[config.mk]
export PLATFORM = sky130hd
export DESIGN_NAME = serial_deserializer
export DESIGN_NICKNAME = d
export VERILOG_FILES = /design/src/rtl/serial_deserializer.sv
export SDC_FILE = /design/constraint.sdc
export NUM_CORES = 1
export LEC_CHECK = 0
export CAP_MARGIN = 20
export CELL_PAD_IN_SITES_DETAIL_PLACEMENT = 1
export CELL_PAD_IN_SITES_GLOBAL_PLACEMENT = 1
export CORE_MARGIN = 2
export CORE_UTILIZATION = 42
export CTS_BUF_LIST = sky130_fd_sc_hd__clkbuf_4 sky130_fd_sc_hd__clkbuf_8
export DETAILED_ROUTE_END_ITERATION = 8
export GPL_ROUTABILITY_DRIVEN = 0
export GPL_TIMING_DRIVEN = 0
export PLACE_DENSITY = 0.94
export RECOVER_POWER = 100
export SLEW_MARGIN = 20
export SYNTH_ARGS = -nofsm -noshare
export SYNTH_HDL_FRONTEND = slang
export SYNTH_SLANG_ARGS = --single-unit
[constraint.sdc]
create_clock -name clk -period 3.95 [get_ports clk]
set_input_delay 0.9875 -clock clk [delete_from_list [all_inputs] [get_ports clk]]
set_output_delay 0.9875 -clock clk [all_outputs]
set_load 0.02 [all_outputs]
[src/rtl/serial_deserializer.sv]
// Serial-to-parallel receiver with valid/ready output and sticky overrun.
// Optional parity bit after each word when PARITY_CHECK_EN is defined.
module serial_deserializer #(
   parameter int WIDTH      = 8,
   parameter bit PARITY_ODD = 1'b0
) (
   input  logic             clk,
   input  logic             rst,
   input  logic             din,
   input  logic             din_valid,
   input  logic             lsb_first,
   output logic [WIDTH-1:0] dout,
   output logic             dout_valid,
   input  logic             dout_ready,
   output logic             busy,
   output logic             overrun,
   output logic             parity_err
);

`ifdef PARITY_CHECK_EN
   localparam int NBITS = WIDTH + 1;
`else
   localparam int NBITS = WIDTH;
`endif
   localparam int CW = (NBITS > 1) ? $clog2(NBITS) : 1;
   localparam logic [CW-1:0] LAST = CW'(NBITS - 1);

   logic [WIDTH-1:0] r_sr;
   logic [CW-1:0]    r_cnt;
   logic             r_order;
   logic [WIDTH-1:0] r_dout;
   logic             r_dout_valid;
   logic             r_overrun;

   logic             w_order;
   logic [WIDTH-1:0] w_sr_nxt;
   logic [WIDTH-1:0] w_word;
   logic             w_shift;
   logic             w_done;
   logic             w_load;

   // the order input only matters on the first bit of a word
   assign w_order  = (r_cnt == '0) ? lsb_first : r_order;
   assign w_sr_nxt = w_order ? {din, r_sr[WIDTH-1:1]}
                             : {r_sr[WIDTH-2:0], din};
   assign w_done   = din_valid && (r_cnt == LAST);
   assign w_load   = w_done && (!r_dout_valid || dout_ready);

`ifdef PARITY_CHECK_EN
   logic r_perr;
   logic w_perr;

   // the parity bit is not shifted; data is already complete in r_sr
   assign w_shift = (r_cnt != LAST);
   assign w_word  = r_sr;
   assign w_perr  = (^{r_sr, din}) != PARITY_ODD;

   always_ff @(posedge clk) begin
      if (rst) begin
         r_perr <= 1'b0;
      end else if (w_load) begin
         r_perr <= w_perr;
      end
   end

   assign parity_err = r_perr;
`else
   assign w_shift    = 1'b1;
   assign w_word     = w_sr_nxt;
   assign parity_err = 1'b0;
`endif

   always_ff @(posedge clk) begin
      if (rst) begin
         r_sr         <= '0;
         r_cnt        <= '0;
         r_order      <= 1'b0;
         r_dout       <= '0;
         r_dout_valid <= 1'b0;
         r_overrun    <= 1'b0;
      end else begin
         if (din_valid) begin
            if (r_cnt == '0) begin
               r_order <= lsb_first;
            end
            if (w_shift) begin
               r_sr <= w_sr_nxt;
            end
            r_cnt <= w_done ? '0 : r_cnt + 1'b1;
         end
         if (w_load) begin
            r_dout       <= w_word;
            r_dout_valid <= 1'b1;
         end else if (w_done) begin
            r_overrun <= 1'b1;
         end else if (r_dout_valid && dout_ready) begin
            r_dout_valid <= 1'b0;
         end
      end
   end

   assign dout       = r_dout;
   assign dout_valid = r_dout_valid;
   assign overrun    = r_overrun;
   assign busy       = (r_cnt != '0);

endmodule

# Word level (Yosys, flattened, before mapping)
# Index checks and enable logic that the tools add are counted.
# classes
n_addsub	1
eq_ne	2
n_mux	6
bitwise_logic	1
reduce_logical	10
# ops
op	count
two-way mux 8 bit	1
two-way mux 1 bit	4
AND reduction 2 bit	2
adder 3 x 1 -> 3 bit (second input constant)	1
equality test 3 bit (second input constant)	1
logical AND 1 bit	3
logical NOT 3 bit	1
two-way mux 3 bit	1
nonzero test 3 bit	1
inequality test 2 x 1 -> 1 bit (second input constant)	1
nonzero test 2 bit	1
logical NOT 1 bit	1
logical OR 1 bit	1
inverter 1 bit	1
# word_totals
ff_bits	22
in_bits	6
word_cells	26

# Logic depth before layout (Yosys ltp)
# Gate-level depths: netlist of run 1.
# logic_depth
ltp_word	5
depth_mapped	7

# Worst setup path before layout of run 1
# No wires, ideal clock.
# synth_timing
path_type	input-to-reg
from	input port dout_ready
to	register r_dout[5], in the netlist dout[5]
setup_ns	0.086
arrival_time_ns	1.770
required_ns	3.864
path_slack_ns	2.094
path_stages	5
n_path_buf	1
cell_sequence	nor2b_1 nor2_1 buf_2 nor2_1 a211oi_1
# synth_between
elab_chain_len	2
# synth_lines
item	line	source
start: declaration	14	input logic dout_ready,
logical OR 1 bit	47	assign w_load = w_done && (!r_dout_valid || dout_ready);
logical AND 1 bit	47	
end signal: assignment	92	r_dout <= w_word;
end: declaration	31	logic [WIDTH-1:0] r_dout;
# Every way passes these cells.
# A chain may end at the register's enable or synchronous reset.

# Worst setup path after layout of run 1
# layout_timing
from	register r_cnt[0]
to	output port busy
# layout_between
elab_chain_len	1
# layout_lines
item	line	source
start: declaration	29	logic [CW-1:0] r_cnt;
start signal: assignment	89	r_cnt <= w_done ? '0 : r_cnt + 1'b1;
nonzero test 3 bit	105	assign busy = (r_cnt != '0);
end: declaration	15	output logic busy,
# Every way passes these cells.

==> results of run 1 <==
-- flip-flops by register name (all words and copies together), names as in the netlist --
name        cells
dout            8
r_sr            8
overrun         1
r_order         1
dout_valid      1
r_cnt           3
-- per-stage QoR --
| stage | power [mW] | hold slack, ns | area (um^2) | instances | utilization [%] |
|---|---|---|---|---|---|
| 6_report | 0.391 | 0.501 | 1120 | 143 | 56.1 |
| 5_1_grt | 0.415 | 0.522 | 1120 | 143 | 56.1 |
| 4_1_cts | 0.396 | 0.501 | 1120 | 143 | 56.1 |
| 3_5_place_dp | 0.299 | 0.486 | 1100 | 140 | 55.0 |
| 3_3_place_gp | 0.295 | 0.454 | 1100 | 140 | 55.0 |
| 2_1_floorplan | 0.280 | 0.458 | 907 | 97 | - |
-- final timing paths --
path         startpoint      end  slack [ns]
min             r_sr[7]  r_sr[7]        0.50
max reg2reg    r_cnt[0]  dout[6]        1.75
min reg2reg     r_sr[7]  r_sr[7]        0.50
max            r_cnt[0]     busy        1.19
-- power breakdown --
part / switching (mW) / leakage, nW / internal (mW) / total, mW
clock: 0.0621 / 0.0138 / 0.0356 / 0.0977
combinational: 0.0318 / 0.272 / 0.0249 / 0.0567
sequential: 0.00689 / 0.180 / 0.230 / 0.237
-- cell usage in the layout, fill, tap and decap left out, drive strengths merged --
master         synthesis  routed
a21oi                  4       4
a211oi                17      17
nand2                  3       3
buf                    3       1
dlygate4sd3            0      13
ha                     3       3
nor2                  25      25
clkdlybuf4s50          0       3
nor3                   1       1
conb                   1       1
nand2b                 1       1
clkbuf                 3       8
a31oi                  1       1
mux2i                  9       9
inv                    3       3
dfxtp                 22      22
nor2b                  1       1
-- per-layer routing --
metal,GRT usage (%),vias to the layer above,wire [um]
met1,22.9,385,955
met5,0,-,0
li1,-,373,-
met2,38.6,15,1200
met3,3.57,2,61
met4,5.41,0,13
-- worst reg2reg max path: stages, from the launching register on --
cell and delay, ns:
dfxtp_1 0.41, ha_1 0.17, ha_1 0.27, nand2_1 0.08
nor2_1 0.40, clkbuf_1 0.47, nor2_1 0.10, a211oi_1 0.22
-- synthesized netlist by cell type --
| library cell | n |
|---|---|
| nand2b_4 | 1 |
| conb_1 | 1 |
| mux2i_4 | 1 |
| a211oi_1 | 17 |
| mux2i_1 | 8 |
| nor3_1 | 1 |
| a31oi_1 | 1 |
| nor2b_1 | 1 |
| ha_1 | 3 |
| dfxtp_1 | 22 |
| nor2_1 | 25 |
| buf_1 | 1 |
| buf_2 | 1 |
| buf_4 | 1 |
| nand2_1 | 3 |
| inv_1 | 3 |
| clkbuf_1 | 3 |
| a21oi_1 | 4 |
-- logic make-up (layout without fill, tap and decap cells) --
group / count (synthesis) / in the layout
buf+inv: 9 / 28
flops: 22 / 22
mux: 9 / 9
compound gates: 22 / 22
fa+ha+maj: 3 / 3
simple gates: 31 / 31
other cells: 1 / 1
-- final cells by class --
cell class	instances	area share (%)
Sequential cell	22	39.2
Multi-Input combinational cell	66	38.1
Timing Repair Buffer	16	14.3
Tap cell	27	3.01
Buffer	6	2.34
Clock buffer	3	2.01
Inverter	3	1.00
==> impl_metrics.py, run 1 <==
metrics = {
    "critical_path": {
        "path_class": "register to output port",
        "worstPathCellList": "inv_1, ha_1, nand2b_4, dlygate4sd3_1",
        "cpLargestDelayFamily": "buffers and inverters",
        "critPathMaxStageDelay_ns": 0.68,
        "cp_max_fo": 4,
        "r2r_cells": 7,
        "slowest_stage": "dlygate4sd3_1",
        "crit_buf_inv": 2,
        "start_kind": "register",
        "path_depth": 4,
        "crit_path_end_kind": "output port",
        "cp.arrival_ns": 1.77,
        "worstPathRequired_ns": 2.96,
    },
    "final_layout": {
        "num-fill-cells": 242,
        "final_layout_size_suffix_gt1_share_pct": 5.17,
        "ff_latch_area_um2": 440,
        "syn_to_final_growth_pct": 23.7,
        "multi_input_area_um2": 428,
        "final_nets": 127,
        "diodes": 0,
    },
    "detailed_routing": {
        "avgViaCountPerCell": 5.42,
        "drt_iter0_markers": 5,
        "firstDrtPassIters": 4,
        "drt-total-wl_um": 2220,
        "routedWlPerCell_um": 15.6,
        "postRouteAntennaNets": 0,
        "num_vias": 775,
        "drcViolationCount": 0,
    },
    "timing": {
        "max_slew_margin_pct": 65.1,
        "worstMarginPinSlew_ns": 0.524,
        "maxSlewViolCount": 0,
        "fin_skew_ns": 0.00670,
        "tns_ns": 0,
        "finalCriticalPeriod_ns": 2.76,
        "fmax_ghz": 0.363,
        "setup_viol": 0,
        "hold_viol": 0,
        "rsz0062_at_grt": "no",
        "setup_ws_ns": 1.19,
        "fin_crit_sh_pct": 69.8,
    },
    "synth": {
        "synth-compound-area-share_pct": 17.0,
        "synth-simple-area-share_pct": 14.3,
        "syn_area_per_cell_um2": 9.35,
        "synth_xor_area_share_pct": 0,
        "synthAdderAreaFrac_pct": 4.14,
        "ys_ff_latch": 22,
        "synthCells": 97,
        "ys_seq_area_share_pct": 48.6,
        "yosysWarnings": 0,
        "synth_area_leaders": "dfxtp_1 (49%), a211oi_1 (14%), nor2_1 (10%)",
        "syn_area_um2": 907,
        "synth_top_family_by_area": "compound AO/OA/AOI/OAI gates",
        "syn_nets": 106,
        "yosysTopAreaCellShare_pct": 48.6,
        "yosys.area.top_type": "dfxtp_1",
        "synth_cell_types": 18,
        "muxShareOfSynthArea_pct": 11.3,
    },
    "floorplanning": {
        "die_h_um": 50.5,
        "die_width_um": 50.5,
        "coreArea_um2": 2000,
        "start_util_pct": 45.3,
        "rows": 16,
        "io_pins": 18,
        "die_area_um2": 2550,
    },
    "min_path": {
        "hold_depth": 2,
        "hold_class": "register to register",
    },
    "clocking": {
        "cts_resized": 0,
        "numCtsBuffers": 3,
        "cts_tree": "done",
        "clock_latency_ns": 0.30,
        "clock-sinks": 22,
        "clk_pin_slew_worst_paths_ns": 0.10,
        "clockBufferDepth": 2,
        "cts_max_level": 1,
        "root_buffer": "clkbuf_4",
        "cts_setup_buffers": 0,
        "hold_buffers": 0,
    },
    "flow_run": {
        "drv_cap": 0,
    },
    "power_and_ir_drop": {
        "peakVddDrop_mv": 0.202,
        "powerDensity_nw_per_um2": 349,
        "power_leakage_nw": 0.465,
    },
    "place": {
        "port_buffers": 16,
        "hpwl_um": 1620,
        "post-place-ws_ns": 1.24,
    },
    "global_routing": {
        "antenna_found_initial": 0,
        "grt_pass1_vias": 843,
        "grt_usage_pct": 20.3,
        "overflow": 0,
        "grt_pass1_wl_um": 3840,
        "grt_start_max_net_pins": 12,
    },
    "run_status": {
        "status": "completed",
    },
}
(Power assumes the default switching activity.)
==> run 2, diff against run 1 <==
--- a/config.mk
+++ b/config.mk
@@ -9,12 +9,12 @@
 export CELL_PAD_IN_SITES_DETAIL_PLACEMENT = 1
 export CELL_PAD_IN_SITES_GLOBAL_PLACEMENT = 1
 export CORE_MARGIN = 2
-export CORE_UTILIZATION = 42
+export CORE_UTILIZATION = 35
 export CTS_BUF_LIST = sky130_fd_sc_hd__clkbuf_4 sky130_fd_sc_hd__clkbuf_8
 export DETAILED_ROUTE_END_ITERATION = 8
 export GPL_ROUTABILITY_DRIVEN = 0
 export GPL_TIMING_DRIVEN = 0
-export PLACE_DENSITY = 0.94
+export PLACE_DENSITY = 0.84
 export RECOVER_POWER = 100
 export SLEW_MARGIN = 20
 export SYNTH_ARGS = -nofsm -noshare
==> constraint.sdc (replaced) <==
create_clock -name clk -period 2.5 [get_ports clk]
set_input_delay 0.625 -clock clk [delete_from_list [all_inputs] [get_ports clk]]
set_output_delay 0.625 -clock clk [all_outputs]
set_load 0.02 [all_outputs]
==> impl_metrics.py, run 2 (synthesized netlist as in run 1, its figures left out) <==
metrics = {
    "run_status": {
        "status": "completed",
    },
    "clocking": {
        "clock_latency_ns": 0.32,
        "clk_pin_slew_worst_paths_ns": 0.13,
        "numCtsBuffers": 3,
        "hold_buffers": 0,
        "root_buffer": "clkbuf_4",
        "cts_setup_buffers": 0,
        "cts_tree": "done",
        "cts_max_level": 1,
        "clockBufferDepth": 2,
        "cts_resized": 0,
        "clock-sinks": 22,
    },
    "timing": {
        "finalCriticalPeriod_ns": 2.32,
        "maxSlewViolCount": 0,
        "fmax_ghz": 0.432,
        "worstMarginPinSlew_ns": 0.737,
        "setup_viol": 0,
        "max_slew_margin_pct": 49.9,
        "hold_viol": 0,
        "fin_skew_ns": 0.00355,
        "rsz0062_at_grt": "no",
        "tns_ns": 0,
        "fin_crit_sh_pct": 92.6,
    },
    "final_layout": {
        "diodes": 0,
        "final_nets": 127,
        "syn_to_final_growth_pct": 25.9,
        "final_area_um2": 1140,
        "layout_commonest_cell": "nor2_1",
        "final_layout_size_suffix_gt1_share_pct": 5.98,
        "layout.cells.most_common_list": "nor2_1 (25), dfxtp_1 (22), a211oi_1 (17)",
    },
    "critical_path": {
        "cp.arrival_ns": 1.69,
        "startpoint": "r_cnt[0]",
        "cp_max_fo": 4,
        "crit_path_end_kind": "output port",
        "start_kind": "register",
        "worstPathRequired_ns": 1.88,
        "worstReg2RegStart": "r_cnt[0]",
        "rrSetupSlack_ns": 0.34,
        "timing.rr.end": "dout[6]",
        "path_class": "register to output port",
        "r2r_cells": 7,
    },
    "floorplanning": {
        "die_h_um": 54.9,
        "die_width_um": 54.9,
        "start_util_pct": 36.6,
        "rows": 18,
        "die_area_um2": 3020,
        "io_pins": 18,
        "coreArea_um2": 2480,
    },
    "min_path": {
        "hold_class": "register to register",
        "min_to": "overrun",
        "hold_depth": 2,
        "min_from": "overrun",
    },
    "place": {
        "port_buffers": 16,
        "placed_area_um2": 1100,
        "hpwl_um": 1440,
    },
    "global_routing": {
        "grt_pass1_wl_um": 3260,
        "grt_start_max_net_pins": 14,
        "grt_usage_pct": 15.6,
        "antenna_found_initial": 0,
        "overflow": 0,
        "grt_pass1_vias": 731,
    },
    "detailed_routing": {
        "firstDrtPassIters": 4,
        "num_vias": 758,
        "drt-total-wl_um": 1950,
        "drt_iter0_markers": 3,
        "avgViaCountPerCell": 5.16,
        "routedWlPerCell_um": 13.3,
        "postRouteAntennaNets": 0,
        "drcViolationCount": 0,
    },
    "power_and_ir_drop": {
        "peakVddDrop_mv": 0.391,
        "powerDensity_nw_per_um2": 641,
        "power_leakage_nw": 0.476,
    },
    "flow_run": {
        "drv_cap": 0,
    },
}
==> run 2: stage by stage <==
stage	util (%)	setup slack, ns	cells	hold slack (ns)	power [mW]
after CTS	46.7	0.151	147	0.495	0.747
final	46.1	0.184	147	0.477	0.732
after global placement	44.6	0.172	143	0.452	0.467
after detailed placement	44.6	0.107	143	0.465	0.471
after global routing	46.1	0.0914	147	0.523	0.766
after floorplan	-	0.882	97	0.458	0.442
==> run 2: worst max-delay path, stage by stage, from the launching register on <==
cell             delay [ns]
dfxtp_1                0.41
inv_1                  0.06
ha_1                   0.20
nand2b_2               0.09
clkdlybuf4s50_1        0.60
==> run 2: layout make-up <==
type,instances,area (um^2)
Sequential cell,22,440
Inverter,3,11.3
Tap cell,30,37.5
Clock buffer,3,22.5
Multi-Input combinational cell,66,414
Fill cell,304,1340
Clock inverter,1,30.0
Timing Repair Buffer,16,160
Buffer,6,26.3
==> run 2: routing by layer <==
layer  part of all wire, %  up-vias  track usage, %
li1                      -      376               -
met1                    48      363            19.3
met2                    46       15            24.8
met3                   3.6        4            3.23
met4                   2.3        0            9.76
met5                     0        -               0
==> run 2: worst max path at each step <==
stage / endpoint / slack, ns / cells past startpoint
final: busy / 0.18 / 4
after global routing: dout[5] / 0.09 / 6
after CTS: busy / 0.15 / 4
after detailed placement: dout[6] / 0.11 / 6
after global placement: dout[6] / 0.17 / 6
after floorplan: r_sr[0] / 0.88 / 6
==> run 2: where the power goes <==
part / internal, mW / switching [mW] / total [mW] / leakage [nW]
sequential: 0.364 / 0.0100 / 0.374 / 0.180
combinational: 0.0374 / 0.0458 / 0.0832 / 0.268
clock: 0.162 / 0.113 / 0.276 / 0.0279
==> run 3, diff against run 2 <==
--- a/config.mk
+++ b/config.mk
@@ -9,14 +9,14 @@
 export CELL_PAD_IN_SITES_DETAIL_PLACEMENT = 1
 export CELL_PAD_IN_SITES_GLOBAL_PLACEMENT = 1
 export CORE_MARGIN = 2
-export CORE_UTILIZATION = 35
+export CORE_UTILIZATION = 39
 export CTS_BUF_LIST = sky130_fd_sc_hd__clkbuf_4 sky130_fd_sc_hd__clkbuf_8
+export CTS_CLUSTER_SIZE = 40
 export DETAILED_ROUTE_END_ITERATION = 8
 export GPL_ROUTABILITY_DRIVEN = 0
 export GPL_TIMING_DRIVEN = 0
-export PLACE_DENSITY = 0.84
+export PLACE_DENSITY = 0.89
 export RECOVER_POWER = 100
-export SLEW_MARGIN = 20
 export SYNTH_ARGS = -nofsm -noshare
 export SYNTH_HDL_FRONTEND = slang
 export SYNTH_SLANG_ARGS = --single-unit
==> constraint.sdc (replaced) <==
create_clock -name clk -period 2.25 [get_ports clk]
set_input_delay 0.5625 -clock clk [delete_from_list [all_inputs] [get_ports clk]]
set_output_delay 0.5625 -clock clk [all_outputs]
set_load 0.02 [all_outputs]
==> impl_metrics.py, run 3 (synthesized netlist as in run 1, its figures left out) <==
metrics = {
    "critical_path": {
        "cpLargestDelayFamily": "multiplexers",
        "cp_max_fo": 9,
        "crit_buf_inv": 1,
        "timing.rr.end": "r_sr[0]",
        "worstPathRequired_ns": 2.48,
        "worstReg2RegStart": "r_cnt[0]",
        "cp.arrival_ns": 2.27,
        "rrSetupSlack_ns": 0.21,
        "critPathMaxStageDelay_ns": 0.69,
        "slowest_stage": "mux2i_2",
        "path_class": "register to register",
        "worstPathCellList": "inv_1, ha_1, nand2b_2, mux2i_2, mux2i_1, a211oi_1",
        "crit_path_end_kind": "register",
        "start_kind": "register",
        "r2r_cells": 6,
    },
    "detailed_routing": {
        "firstDrtPassIters": 3,
        "routedWlPerCell_um": 14.4,
        "num_vias": 756,
        "avgViaCountPerCell": 5.21,
        "drcViolationCount": 0,
        "drt-total-wl_um": 2090,
        "postRouteAntennaNets": 0,
        "drt_iter0_markers": 4,
    },
    "global_routing": {
        "top_usage_layer": "met2",
        "use_met3_pct": 2.86,
        "antenna_found_initial": 0,
        "use_met1_pct": 23.5,
        "grt_usage_pct": 17.7,
        "grt_pass1_vias": 714,
        "grt_pass1_wl_um": 3500,
        "overflow": 0,
        "grt_start_max_net_pins": 14,
        "grtUsageMet2_pct": 29.7,
    },
    "final_layout": {
        "layout_commonest_cell": "nor2_1",
        "num-fill-cells": 261,
        "fin_util_pct": 51.6,
        "diodes": 0,
        "syn_to_final_growth_pct": 25.9,
        "ff_latch_area_um2": 440,
        "multi_input_area_um2": 417,
        "final_nets": 127,
        "layout.cells.most_common_list": "nor2_1 (24), dfxtp_1 (22), a211oi_1 (17)",
        "final_layout_size_suffix_gt1_share_pct": 7.69,
    },
    "timing": {
        "fmax_ghz": 0.490,
        "finalCriticalPeriod_ns": 2.04,
        "fin_crit_sh_pct": 90.8,
        "maxSlewViolCount": 0,
        "rsz0062_at_grt": "no",
        "max_slew_margin_pct": 45.9,
        "tns_ns": 0,
        "fin_skew_ns": 0.00614,
        "setup_viol": 0,
        "worstMarginPinSlew_ns": 0.795,
        "hold_viol": 0,
    },
    "floorplanning": {
        "die_area_um2": 2730,
        "rows": 17,
        "start_util_pct": 41.0,
        "die_width_um": 52.2,
        "coreArea_um2": 2210,
        "io_pins": 18,
        "die_h_um": 52.2,
    },
    "clocking": {
        "clockBufferDepth": 2,
        "clock_latency_ns": 0.31,
        "cts_tree": "done",
        "root_buffer": "clkbuf_4",
        "cts_setup_buffers": 0,
        "cts_max_level": 1,
        "clk_pin_slew_worst_paths_ns": 0.13,
        "numCtsBuffers": 3,
        "hold_buffers": 0,
        "clock-sinks": 22,
    },
    "power_and_ir_drop": {
        "powerDensity_nw_per_um2": 713,
        "peakVddDrop_mv": 0.526,
        "power_leakage_nw": 0.482,
    },
    "min_path": {
        "hold_class": "register to register",
        "min_to": "r_sr[7]",
        "min_from": "r_sr[7]",
        "hold_depth": 2,
    },
    "run_status": {
        "status": "completed",
    },
    "place": {
        "port_buffers": 16,
        "hpwl_um": 1480,
    },
    "flow_run": {
        "drv_cap": 0,
    },
}
## run 3: cell count changes in the layout (fill, tap and decap cells not counted)
cell             change
nor2_1               -1
clkdlybuf4s50_1      -1
nor2_2               +1
buf_2                +1
clkbuf_1             -1
dlygate4sd2_1        +1
## run 3: worst max path at each step
stage,from,cells past startpoint,slack [ns],endpoint
finish,r_cnt[0],6,0.21,r_sr[0]
floorplan,r_cnt[0],6,0.63,r_sr[0]
global placement,din_valid,6,-0.03,dout[6]
detailed placement,din_valid,6,-0.07,dout[6]
CTS,r_cnt[0],7,0.21,dout[6]
global route,r_cnt[0],6,0.07,r_sr[6]
## run 3: what timing repair did
item                       4_1_cts  5_1_grt
cloned                           0        0
setup endpoints to repair        1        2
hold endpoints to repair         0        0
gates resized for setup          1        1
pin swaps                        0        0
## run 3: layout make-up
type / instances / area share (%)
Clock buffer: 3 / 1.97
Buffer: 6 / 2.41
Clock inverter: 1 / 2.63
Inverter: 3 / 0.986
Multi-Input combinational cell: 66 / 36.5
Sequential cell: 22 / 38.6
Timing Repair Buffer: 16 / 13.9
Tap cell: 28 / 3.07
## run 3: metal layers
layer  vias up  share of wire, %
met5         -                 0
met4         0              0.77
met3         2               3.5
met2        13                50
met1       366                46
li1        375                 -
## run 3: per-stage QoR
step	hold slack, ns	setup WS [ns]	power, mW	std cells	instance area (um^2)
6_report	0.500	0.208	0.815	145	1140
5_1_grt	0.529	0.0695	0.857	145	1140
4_1_cts	0.497	0.208	0.825	145	1150
3_5_place_dp	0.479	-0.0668	0.525	141	1100
3_3_place_gp	0.451	-0.0296	0.519	141	1100
2_1_floorplan	0.458	0.632	0.491	97	907
## run 3: power by group
part / internal (mW) / total [mW] / switching [mW]
Combinational: 0.0399 / 0.0923 / 0.0523
Sequential: 0.404 / 0.416 / 0.0115
Clock: 0.180 / 0.307 / 0.127
Total: 0.624 / 0.815 / 0.191
## run 3: worst min-delay path, cell delays in order, from the launching register on
cell and delay, ns:
dfxtp_1 0.33, nor2_1 0.08, a211oi_1 0.05
